$ cat src/rtl/qpu_cop2_sequencer.sv
// Captures a COP2 quantum instruction from the MIPS pipeline, stalls it, and issues one
// gate op to the gate engine. A MEASURE result returns as a one-cycle register write-back.
module qpu_cop2_sequencer #(
    parameter int NUM_QUBITS = 8,
    parameter int QADDR_W    = 3,
    parameter int TIMEOUT    = 200
) (
    input  logic               clk,
    input  logic               rst_n,
    input  logic               quantum_en,
    input  logic [31:0]        instr,
    output logic               stall,
    output logic               gate_valid,
    input  logic               gate_ready,
    output logic [2:0]         gate_op,
    output logic [QADDR_W-1:0] gate_qa,
    output logic [QADDR_W-1:0] gate_qb,
    output logic [10:0]        gate_param,
    input  logic               gate_done,
    input  logic               gate_meas,
    output logic               wb_en,
    output logic [4:0]         wb_addr,
    output logic [31:0]        wb_data,
    output logic               err
);
    typedef enum logic [2:0] {
        IDLE  = 3'd0,
        CHECK = 3'd1,
        ISSUE = 3'd2,
        WAIT  = 3'd3,
        WB    = 3'd4,
        ERR   = 3'd5
    } state_t;

    localparam logic [4:0] OP_CNOT = 5'd3;
    localparam logic [4:0] OP_RZ   = 5'd4;
    localparam logic [4:0] OP_MEAS = 5'd5;
    localparam logic [4:0] OP_LAST = 5'd6;
    localparam logic [5:0] NQ      = 6'(NUM_QUBITS);
    localparam logic [7:0] TO_LAST = 8'(TIMEOUT - 1);

    state_t      state;
    logic [25:0] ins;
    logic [7:0]  cnt;
    logic [4:0]  qop;
    logic [4:0]  qa;
    logic [4:0]  qb;
    logic        illegal;
    logic        unused_opcode;

    assign qop = ins[25:21];
    assign qa  = ins[20:16];
    assign qb  = ins[15:11];

    // The opcode was already decoded by the MIPS control unit; quantum_en carries that.
    assign unused_opcode = ^instr[31:26];

    assign illegal = (qop > OP_LAST)
                  || ({1'b0, qa} >= NQ)
                  || ((qop == OP_CNOT) && (({1'b0, qb} >= NQ) || (qb == qa)));

    assign stall = quantum_en | (state != IDLE);

    // Handshake: gate_valid rises with stable op/qa/qb/param and holds them unchanged
    // until the first cycle gate_valid & gate_ready are both high; that cycle is the accept.
    always_ff @(posedge clk or negedge rst_n) begin
        if (!rst_n) begin
            state      <= IDLE;
            ins        <= '0;
            cnt        <= '0;
            gate_valid <= 1'b0;
            gate_op    <= '0;
            gate_qa    <= '0;
            gate_qb    <= '0;
            gate_param <= '0;
            wb_en      <= 1'b0;
            wb_addr    <= '0;
            wb_data    <= '0;
            err        <= 1'b0;
        end else begin
            wb_en <= 1'b0;
            err   <= 1'b0;
            case (state)
                IDLE: begin
                    if (quantum_en) begin
                        ins   <= instr[25:0];
                        state <= CHECK;
                    end
                end
                CHECK: begin
                    if (illegal) begin
                        err   <= 1'b1;
                        state <= ERR;
                    end else begin
                        gate_valid <= 1'b1;
                        gate_op    <= qop[2:0];
                        gate_qa    <= qa[QADDR_W-1:0];
                        gate_qb    <= (qop == OP_CNOT) ? qb[QADDR_W-1:0] : '0;
                        gate_param <= (qop == OP_RZ) ? ins[10:0] : 11'd0;
                        state      <= ISSUE;
                    end
                end
                ISSUE: begin
                    if (gate_ready) begin
                        gate_valid <= 1'b0;
                        gate_op    <= '0;
                        gate_qa    <= '0;
                        gate_qb    <= '0;
                        gate_param <= '0;
                        cnt        <= '0;
                        state      <= WAIT;
                    end
                end
                WAIT: begin
                    // Completion is checked first so a done on the limit cycle still wins.
                    if (gate_done) begin
                        if (qop == OP_MEAS) begin
                            wb_en   <= 1'b1;
                            wb_addr <= qb;
                            wb_data <= {31'b0, gate_meas};
                            state   <= WB;
                        end else begin
                            state <= IDLE;
                        end
                    end else if (cnt == TO_LAST) begin
                        err   <= 1'b1;
                        state <= ERR;
                    end else if (cnt != 8'hFF) begin
                        cnt <= cnt + 8'd1;
                    end
                end
                WB: begin
                    wb_addr <= '0;
                    wb_data <= '0;
                    state   <= IDLE;
                end
                ERR: begin
                    state <= IDLE;
                end
                default: begin
                    state <= IDLE;
                end
            endcase
        end
    end
endmodule

$ cat config.mk
export PLATFORM = sky130hd
export DESIGN_NAME = qpu_cop2_sequencer
export DESIGN_NICKNAME = d
export VERILOG_FILES = /design/src/rtl/qpu_cop2_sequencer.sv
export SDC_FILE = /design/constraint.sdc
export NUM_CORES = 1
export LEC_CHECK = 0
export BUFFER_PORTS_ARGS = -buffer_cell sky130_fd_sc_hd__buf_2
export CAP_MARGIN = 10
export CELL_PAD_IN_SITES_DETAIL_PLACEMENT = 1
export CELL_PAD_IN_SITES_GLOBAL_PLACEMENT = 1
export CORE_UTILIZATION = 43
export DETAILED_ROUTE_END_ITERATION = 7
export PLACE_DENSITY = 0.86
export SETUP_SLACK_MARGIN = 0.5
export SLEW_MARGIN = 30
export SYNTH_ARGS = -nofsm -noshare
export SYNTH_HDL_FRONTEND = slang
export SYNTH_SLANG_ARGS = --single-unit
$ cat constraint.sdc
create_clock -name clk -period 4 [get_ports clk]
set_clock_uncertainty 0.2 [all_clocks]
set_input_delay 0.8 -clock clk [delete_from_list [all_inputs] [get_ports clk]]
set_output_delay 0.8 -clock clk [all_outputs]
set_load 0.02 [all_outputs]
Word-level counts from Yosys, hierarchy flattened
Cells that the tools add are included.
{"block": "word_totals", "in_bits": 38, "output_inout_bits": 61, "word_cells": 90, "register_bits": 97}
{"block": "op_classes", "n_lt_le_gt_ge": 3, "add_sub_neg": 1, "n_reduce_logical": 14, "muxes": 40, "bitwise": 1, "n_eq_ne": 19}
{"cell": "32-bit 2-to-1 mux", "n": 2}
{"cell": "32-bit case mux with 2 select lines", "n": 1}
{"cell": "11-bit 2-to-1 mux", "n": 3}
{"cell": "3-bit 2-to-1 mux", "n": 11}
{"cell": "8-bit 2-to-1 mux", "n": 4}
{"cell": "11-bit case mux with 2 select lines", "n": 1}
{"cell": "3-bit case mux with 2 select lines", "n": 3}
{"cell": "2-bit inequality test (second input constant)", "n": 8}
{"cell": "8-bit case mux with 2 select lines", "n": 1}
{"cell": "3-bit case mux with 4 select lines", "n": 1}
{"cell": "5-bit by 3-bit equality test with 1-bit output (second input constant)", "n": 2}
{"cell": "5-bit by 4-bit greater-or-equal comparator with 1-bit output (second input constant)", "n": 2}
{"cell": "5-bit 2-to-1 mux", "n": 2}
{"cell": "5-bit case mux with 2 select lines", "n": 1}
{"cell": "3-bit AND reduction", "n": 3}
{"cell": "8-bit by 1-bit adder with 8-bit output (second input constant)", "n": 1}
{"cell": "8-bit equality test (second input constant)", "n": 1}
{"cell": "1-bit 2-to-1 mux", "n": 8}
{"cell": "8-bit inequality test (second input constant)", "n": 1}
{"cell": "3-bit by 2-bit equality test with 1-bit output (second input constant)", "n": 2}
{"cell": "2-bit nonzero test", "n": 3}
{"cell": "5-bit by 2-bit equality test with 1-bit output (second input constant)", "n": 1}
{"cell": "5-bit equality test", "n": 1}
{"cell": "5-bit by 3-bit greater-than comparator with 1-bit output (second input constant)", "n": 1}
{"cell": "11 further kinds", "n": 14}

Logic depth before layout (Yosys ltp)
Gate-level depths: netlist of run 1.
{"block": "depth", "word_depth": 6, "depth_mapped": 7, "mapped_depth_nobuf": 5}

Worst setup path after synthesis of run 1
OpenSTA, ideal clock, no wires.
{"block": "synth_path", "path_kind": "input to output", "from": "input quantum_en", "to": "output stall", "n_path_buf": 0, "required_time_ps": 3000, "stages": 1, "path_slack_ps": 1682, "arrival_ps": 1318, "path_cell_list": "or4_1"}
{"block": "synth_between", "elab_chain_cells": 1}
{"item": "from (decl)", "line_no": "10", "source": "input logic quantum_en,"}
{"item": "1-bit bitwise OR", "line_no": "62", "source": "assign stall = quantum_en | (state != IDLE);"}
{"item": "to (decl)", "line_no": "12", "source": "output logic stall,"}
No other way between the ends.

Final worst setup path of run 1
{"block": "layout_path", "from": "register state[1]", "to": "output stall"}
{"block": "layout_between", "elab_chain_cells": 2}
{"item": "from (decl)", "line_no": "42", "source": "state_t state;"}
{"item": "from (signal assigned)", "line_no": "68", "source": "state <= IDLE;"}
{"item": "from (signal assigned)", "line_no": "87", "source": "state <= CHECK;"}
{"item": "from (signal assigned)", "line_no": "93", "source": "state <= ERR;"}
{"item": "3-bit nonzero test", "line_no": "62"}
{"item": "1-bit bitwise OR", "line_no": "62"}
No other way between the ends.

==> results of run 1 <==
-- kinds of logic (layout without fill, tap and decap cells) --
kind of cell | Yosys count | count (layout)
AOI/OAI and AO/OA | 39 | 39
xor gates and xnor gates | 3 | 3
adders and majority gates | 1 | 1
buffers and inverters | 46 | 83
DFF | 66 | 66
muxes | 42 | 42
other | 1 | 31
and+or+nand+nor | 65 | 65
-- report_power, final --
group | internal, mW | leakage (nW) | switching (mW)
sequential | 0.889 | 0.851 | 0.237
combinational | 0.356 | 0.881 | 0.381
clock | 0.289 | 0.0925 | 0.271
-- cell type report --
class                           instances  area (um^2)
Inverter                                3         11.3
Tap cell                               99          124
Clock inverter                          6         67.6
Timing Repair Buffer                   64          328
Clock buffer                           10          128
Multi-Input combinational cell        181         1330
Fill cell                             816         3570
Sequential cell                        66         1650
-- cell usage in the layout, fill, tap and decap left out, types with 4 or more instances in the layout --
| master | instances |
|---|---|
| nand2_1 | 17 |
| nor2_1 | 10 |
| a22o_1 | 17 |
| mux2i_1 | 15 |
| nand4_1 | 4 |
| buf_2 | 61 |
| nand2b_1 | 5 |
| a21oi_1 | 4 |
| dfrtp_1 | 66 |
| nand3_1 | 4 |
| mux2_2 | 24 |
| conb_1 | 31 |
| clkbuf_8 | 9 |
-- flip-flops by register name, summed over array words and instances, names as in the netlist, 3 cells and up --
name        count
ins            26
gate_param     11
cnt             8
wb_addr         5
gate_op         3
gate_qa         3
gate_qb         3
state           3
-- metal layers --
layer,track usage [%],wire length (um)
met1,26.6,3280
met2,30.2,3370
met3,4.76,333
met4,9.09,108
met5,0,0
-- path summary, 6_finish.rpt --
check | start | endpoint | slack [ns]
setup reg to reg | state[1] | gate_param[9] | 1.60
hold reg to reg | gate_valid | gate_valid | 0.30
min in group asynchronous | rst_n | wb_addr[2] | 0.44
max in group asynchronous | rst_n | ins[21] | 2.61
setup / recovery | state[1] | stall | 1.37
hold / removal | gate_valid | gate_valid | 0.30
==> results.json, run 1 <==
{
  "root_buffer": "clkbuf_8",
  "cap_violations": 0,
  "yosys.area_share.adder_pct": 0.390,
  "viasPerCell": 5.12,
  "final.setup.tns_ns": 0,
  "ys_ff_latch": 66,
  "async_reset_ff_share_pct": 100,
  "p_leak_nw": 1.82,
  "initial_core_util_pct": 44.4,
  "cts_made_buffers": 9,
  "core_um2": 7210,
  "cp_top_family": "flip-flops",
  "slew_headroom_pct": 44.0,
  "ys_seq_area_share_pct": 51.5,
  "htreeDepth": 3,
  "drive_gt1_share_pct": 33.0,
  "post-route-util_pct": 50.5,
  "fin_nets": 364,
  "synth_xor_area_share_pct": 0.820,
  "synth.distinct_cells": 47,
  "ys_top_cells_by_count": "66 x dfrtp_1, 32 x buf_4, 24 x mux2_2",
  "clk_path_buf_depth": 2,
  "area_growth_syn_to_layout_pct": 13.6,
  "crit_path_top_delay_cell": "dfrtp_1",
  "placement.cell_area_um2": 3450,
  "cp.required_ns": 3.00,
  "total_power_mw": 2.42,
  "final-instance-count-excl-fill": 429,
  "slowest_delay_ns": 0.57,
  "cp-start-kind": "register",
  "clk_pin_slew_ns": 0.08,
  "min_path_type": "register to register",
  "crit_fanout": 13,
  "antenna_found_initial": 0,
  "ios": 99,
  "path_cells": "or4_1 -> buf_2",
  "yosys_warnings": 0,
  "diodes": 0,
  "period_minus_slack_ns": 2.63,
  "final_max_slew_viol_count": 0,
  "ir_worst_vdd_uv": 350,
  "fin_hold_ws_ns": 0.297,
  "clk_latency_ns": 0.34,
  "synth_area_um2": 3210,
  "worst-path-buf-inv": 1,
  "track_usage_pct": 19.7,
  "drtAntennaViolNets": 0,
  "port_buffers": 61,
  "hold_viol": 0,
  "dpl_worst_slack_ns": 1.33,
  "dp.cells": 413,
  "path_depth": 2,
  "worst-r2r-cell-count": 4,
  "ys.flop_type": "dfrtp_1",
  "grt_pass1_wl_um": 11500,
  "drt_wl_total_um": 7090,
  "die_w_um": 88.3,
  "drtIter0Drc": 87,
  "setup_slack_ns": 1.37,
  "synth_area_per_cell_um2": 12.2,
  "cts-resized-gates": 0,
  "synth_top_area_share_pct": 51.5,
  "vias": 2197,
  "cts_sinks": 66,
  "grt_max_degree": 67,
  "gp_congestion": 0.797,
  "overflow": 0,
  "synthMuxAreaShare_pct": 14.2,
  "yosysMostFrequentCell": "dfrtp_1",
  "rsz0062_at_grt": "false",
  "post-cts-setup-buffer-count": 0,
  "setup_viol": 0,
  "synth_simple_gate_area_share_pct": 12.9,
  "dieArea_um2": 7800,
  "path_class": "register to output pin",
  "hold_buffers": 0,
  "drtPass1Iterations": 4,
  "synth_top_area_cell": "dfrtp_1",
  "min_path_cells": 1,
  "synth_area_leaders": "dfrtp_1 52%, mux2_2 8.4%, buf_4 7.5%, mux2i_1 4.7%, a22o_1 4.6%",
  "wire_per_inst_um": 16.5,
  "drc": 0,
  "pwr_density_cell_nw_per_um2": 665,
  "fmax_mhz": 380,
  "synth_compound_area_share_pct": 9.64,
  "rows": 31,
  "worstMarginPinSlew_ns": 0.839,
  "fin_area_um2": 3640,
  "period_share_pct": 65.9,
  "grt_pass1_vias": 2294,
  "synth_edf_count": 0,
  "arrival_ns": 1.63,
  "synth_top_family_by_area": "multiplexers",
  "cts_tree": "built",
  "worstSetupEndpointType": "output pin",
  "outcome": "finished clean",
  "synth_cells": 263,
  "hpwl_um": 4780,
  "die_h_um": 88.3
}
Note: power is estimated with default switching activity, not from simulation.
==> run 2: changes to the inputs <==
ABC_AREA = 1   (was not set)
CORE_UTILIZATION = 38   (was 43)
PLACE_DENSITY = 0.81   (was 0.86)
clock period = 2.7 ns   (was 4 ns; I/O delays follow)
==> run 2 against run 1 <==
Effect of this change:
- via count increased by 8.2%
- global-route usage decreased by 2.2 points
- non-clock buffer count decreased by 1
- critical endpoint unchanged
- largest cell class unchanged
==> results.json, run 2 <==
{
  "crit_fanout": 5,
  "drtAntennaViolNets": 0,
  "worstMarginPinSlew_ns": 0.566,
  "wire_per_inst_um": 13.5,
  "ys_seq_area_share_pct": 52.2,
  "grt_pass1_vias": 2427,
  "fmax_mhz": 491,
  "synth_area_um2": 3160,
  "pwr_density_cell_nw_per_um2": 1080,
  "track_usage_pct": 17.5,
  "clk_latency_ns": 0.34,
  "wl_met2_um": 3680,
  "ios": 99,
  "highest_layer": "met4",
  "period_share_pct": 75.4,
  "clk_pin_slew_ns": 0.08,
  "synth.distinct_cells": 31,
  "min_path_type": "primary input to asynchronous set/reset pin",
  "cts_sinks": 66,
  "initial_core_util_pct": 40.1,
  "slew_headroom_pct": 62.3,
  "synth_area_leaders": "dfrtp_1 52%, nand2_1 11%, buf_4 7.4%, mux2_2 5.3%, nor2_1 3.8%",
  "antenna_found_initial": 0,
  "vias": 2378,
  "ys_top_cells_by_count": "93 x nand2_1, 66 x dfrtp_1, 32 x nor2_1",
  "rsz0062_at_grt": "true",
  "drc": 0,
  "cts_tree": "built",
  "yosys_warnings": 0,
  "cap_violations": 0,
  "core_um2": 7890,
  "viasPerCell": 4.63,
  "largest_reg_flops": 26,
  "synth_cells": 341,
  "fin_nets": 446,
  "yosysMostFrequentCell": "nand2_1",
  "synth_edf_count": 0,
  "overflow": 0,
  "drtIter0Drc": 114,
  "hold_viol": 0,
  "drtPass1Iterations": 4,
  "htreeDepth": 3,
  "synth_area_per_cell_um2": 9.28,
  "async_reset_ff_share_pct": 100,
  "synth_top_area_share_pct": 52.2,
  "outcome": "finished clean",
  "setup_slack_ns": 0.663,
  "fillers": 955,
  "final_max_slew_viol_count": 0,
  "gp_congestion": 0.761,
  "rows": 32,
  "area_growth_syn_to_layout_pct": 16.9,
  "met1Wirelength_um": 2870,
  "arrival_ns": 1.30,
  "top_regs": "ins (26), gate_param (11), cnt (8)",
  "grt_pass1_wl_um": 11700,
  "die_h_um": 93.2,
  "total_power_mw": 4.00,
  "ir_worst_vdd_uv": 354,
  "port_buffers": 61,
  "drt_wl_total_um": 6940,
  "final.setup.tns_ns": 0,
  "drive_gt1_share_pct": 27.7,
  "post-cts-setup-buffer-count": 0,
  "dpl_worst_slack_ns": 0.500,
  "layout_commonest_cell": "nand2_1",
  "diodes": 0,
  "grt_max_degree": 67,
  "cp.required_ns": 1.96,
  "die_w_um": 93.2,
  "cts_made_buffers": 9,
  "regMostFlops": "ins",
  "final-seq-area_um2": 1650,
  "cp-start-kind": "register",
  "r2r_slack_ns": 0.71,
  "path_class": "register to output pin",
  "setup_viol": 0,
  "clk_path_buf_depth": 2,
  "p_leak_nw": 1.94,
  "worst-r2r-cell-count": 10,
  "routed-wl-met3_um": 223,
  "hpwl_um": 5160,
  "period_minus_slack_ns": 2.04,
  "multi_input_area_um2": 1260,
  "root_buffer": "clkbuf_8",
  "ys.flop_type": "dfrtp_1",
  "dieArea_um2": 8690,
  "synth_top_area_cell": "dfrtp_1",
  "ys_ff_latch": 66,
  "layout_common_cells": "92 x nand2_1, 66 x dfrtp_1, 61 x buf_2, 31 x conb_1, 30 x nor2_1",
  "worstSetupEndpointType": "output pin"
}
run 2: cell types whose count changed in the layout (fill, tap and decap cells not counted), sizes merged, moves of 15 or more:
cell   delta
a22o     -17
mux2i    -15
nand2    +81
inv      +22
nor2     +24
run 2: worst max-delay path, stage by stage (launching register included):
cell and delay [ns]:
dfrtp_1 0.45, nor2_1 0.19, nand3b_1 0.14, buf_2 0.18
run 2: cell type report:
class | instances | area share (%)
well taps | 102 | 3.45
multi-input cells | 242 | 34.2
flip-flops and latches | 66 | 44.7
clock buffers | 10 | 3.72
repair buffers | 63 | 9.00
inverters | 25 | 2.54
clock inverters | 6 | 2.44
run 2: metrics by stage:
stage | hold slack [ns] | area [um^2] | cells | util [%]
after detailed placement | 0.255 | 3450 | 498 | 43.8
after CTS | 0.0240 | 3680 | 514 | 46.7
after global routing | 0.0202 | 3700 | 514 | 46.9
after global placement | 0.252 | 3450 | 498 | 43.8
final | 0.0133 | 3700 | 514 | 46.9
after floorplan | 0.0444 | 3280 | 371 | -
run 2: worst paths after layout:
check,startpoint,end
worst max register to register,state[2],cnt[5]
worst max-delay path,state[2],stall
worst min-delay path,rst_n,gate_param[0]
min in group clk,gate_meas,wb_data[0]
max in group asynchronous,rst_n,ins[18]
worst min register to register,gate_param[4],gate_param[4]
run 2: report_power, final:
part           switching, mW  internal (mW)
registers              0.270           1.39
clock network          0.390          0.546
logic                  0.907          0.496
run 2: what timing repair did:
item | CTS | global route
endpoints found under the setup margin | 9 | 8
hold buffers | 0 | 0
hold endpoints to repair | 0 | 0
gates resized for setup | 2 | 3
run 2: cell families (layout without fill, tap and decap cells):
group	Yosys count	in the layout	share of synthesized area [%]
other cells	1	31	0.119
mux	15	15	5.34
flops	66	66	52.2
buf+inv	63	104	12.0
simple gates	165	165	24.7
xor+xnor	2	2	0.554
compound gates	28	28	4.71
fa+ha+maj	1	1	0.396
run 2: layer usage:
metal  up-vias  global-route usage (%)
met3        10                    4.39
met5         -                       0
met4         0                    7.18
met2        56                    30.5
li1       1156                       -
met1      1156                    20.6
==> run 3: changes to the inputs <==
ABC_AREA = 0   (was 1)
CORE_UTILIZATION = 36   (was 38)
PLACE_DENSITY = 0.77   (was 0.81)
clock period = 1.7 ns   (was 2.7 ns; I/O delays follow)
==> run 3 against run 2 <==
Effect of this change:
- the flow now finishes with violations (negative hold slack, negative setup slack)
- via count rose by 10%
- first-iteration DRC count fell by 25%
- worst hold slack got worse by 0.21 ns
- die area rose by 6.8%
- clock power rose by 72%
- combinational power rose to 2.9 times the previous value
- critical path depth did not move
- sequential share of layout area fell by 12 points
- total power rose by 100%
- register-to-register slack got worse by 1.1 ns
- wire length rose by 47%
==> results.json, run 3 (same netlist as run 1, synthesis figures left out) <==
{
  "grt_max_degree": 22,
  "antenna_found_initial": 0,
  "regMostFlops": "ins",
  "arrival_ns": 1.53,
  "grt_pass1_wl_um": 15000,
  "violations": "negative hold slack, negative setup slack",
  "drive_gt1_share_pct": 55.2,
  "top_regs": "ins (26), gate_param (11), cnt (8)",
  "cp-start-kind": "register",
  "setup_slack_ns": -0.366,
  "vias": 2617,
  "hpwl_um": 5920,
  "cts_made_buffers": 9,
  "setup_viol": 67,
  "dieArea_um2": 9290,
  "clk_latency_ns": 0.35,
  "outcome": "complete, but fails checks",
  "p_leak_nw": 2.54,
  "worstSetupEndpointType": "output pin",
  "htreeDepth": 3,
  "drtPass1Iterations": 4,
  "core_um2": 8680,
  "gp_congestion": 0.828,
  "min_path_type": "primary input to asynchronous set/reset pin",
  "cp.required_ns": 1.16,
  "r2r_end": "cnt[3]",
  "total_power_mw": 8.20,
  "final_max_slew_viol_count": 0,
  "largest_reg_flops": 26,
  "r2r_slack_ns": -0.36,
  "grt_pass1_vias": 2856,
  "rsz0062_at_grt": "true",
  "wire_per_inst_um": 19.3,
  "ir_worst_vdd_uv": 1020,
  "fin_hold_ws_ns": -0.196,
  "fin_nets": 456,
  "path_class": "register to output pin",
  "diodes": 0,
  "cts_tree": "built",
  "area_growth_syn_to_layout_pct": 59.7,
  "drc": 0,
  "initial_core_util_pct": 36.9,
  "period_share_pct": 122,
  "timing.rr.start": "state[0]",
  "fmax_mhz": 484,
  "cts_sinks": 66,
  "final-instance-count-excl-fill": 530,
  "die_w_um": 96.4,
  "pwr_density_cell_nw_per_um2": 1600,
  "slew_headroom_pct": 58.4,
  "hold_viol": 17,
  "root_buffer": "clkbuf_8",
  "worst-r2r-cell-count": 7,
  "viasPerCell": 4.94,
  "dp.cells": 475,
  "ios": 99,
  "overflow": 0,
  "layout_common_cells": "65 x buf_4, 62 x dfrtp_1, 51 x buf_6, 31 x conb_1, 31 x buf_2",
  "drtAntennaViolNets": 0,
  "rows": 34,
  "cap_violations": 0,
  "die_h_um": 96.4,
  "crit_fanout": 2,
  "fillers": 886,
  "clk_path_buf_depth": 2,
  "track_usage_pct": 22.5,
  "drtIter0Drc": 85,
  "period_minus_slack_ns": 2.07,
  "port_buffers": 61,
  "clk_pin_slew_ns": 0.07,
  "layout_commonest_cell": "buf_4",
  "drt_wl_total_um": 10200,
  "worstMarginPinSlew_ns": 0.624
}
run 3: cell count changes in the layout (fill, tap and decap cells not counted), moves of 15 or more:
cell and change:
buf_2 -30, buf_4 +64, buf_6 +51, nor2_1 -21, a22o_1 +17, inv_1 -21
nand2_1 -77, mux2i_1 +15, mux2_4 +24
run 3: where the power goes:
part | internal, mW | switching [mW] | total [mW]
clock | 0.974 | 0.633 | 1.61
combinational | 2.32 | 1.69 | 4.01
sequential | 2.10 | 0.481 | 2.58
run 3: routing by layer:
| metal | up-vias | wire [um] | GRT usage [%] |
|---|---|---|---|
| met5 | - | 0 | 0 |
| met4 | 0 | 172 | 6.62 |
| met3 | 15 | 471 | 6.95 |
| met2 | 68 | 5710 | 41.1 |
| met1 | 1340 | 3870 | 25.1 |
| li1 | 1194 | - | - |
run 3: critical path: stages (launching register included):
cell and delay [ns]:
dfrtp_1 0.40, buf_6 0.12, or4_4 0.52, buf_6 0.14
run 3: metrics by stage:
| step | TNS [ns] | cell area, um^2 | setup slack, ns | utilization, % | hold WS, ns |
|---|---|---|---|---|---|
| 2_1_floorplan | -7.67 | 3370 | -0.192 | - | -0.156 |
| 3_3_place_gp | -7.80 | 3960 | -0.212 | 45.6 | 0.166 |
| 3_5_place_dp | -11.01 | 3960 | -0.324 | 45.6 | 0.183 |
| 4_1_cts | -16.74 | 4870 | -0.372 | 56.1 | -0.189 |
| 5_1_grt | -22.44 | 5120 | -0.420 | 59.0 | -0.181 |
| 6_report | -18.70 | 5120 | -0.366 | 59.0 | -0.196 |
run 3: area by class of cell:
cell class              count  area [um^2]  share of cell area [%]
multi-input cells         181         1670                    32.7
flip-flops and latches     66         1660                    32.4
repair buffers            156         1410                    27.5
well taps                 108          135                    2.64
clock buffers              11          131                    2.57
clock inverters             5          103                    2.00
inverters                   3         11.3                   0.220
run 3: worst max-delay path by stage:
stage / depth (start not counted) / slack [ns] / from / to
after floorplan: 6 / -0.19 / ins[20] / gate_op[1]
after global placement: 6 / -0.21 / ins[20] / gate_param[2]
after detailed placement: 6 / -0.32 / ins[20] / gate_param[10]
after CTS: 3 / -0.37 / state[0] / stall
after global routing: 3 / -0.42 / state[0] / stall
final: 3 / -0.37 / state[0] / stall
run 3: repair_timing:
action / in CTS / in global routing
endpoints found under the hold margin: 17 / 18
resized for setup: 122 / 28
cloned: 2 / 1
endpoints found under the setup margin: 96 / 96
pin swaps: 14 / 13
setup buffers: 21 / 14
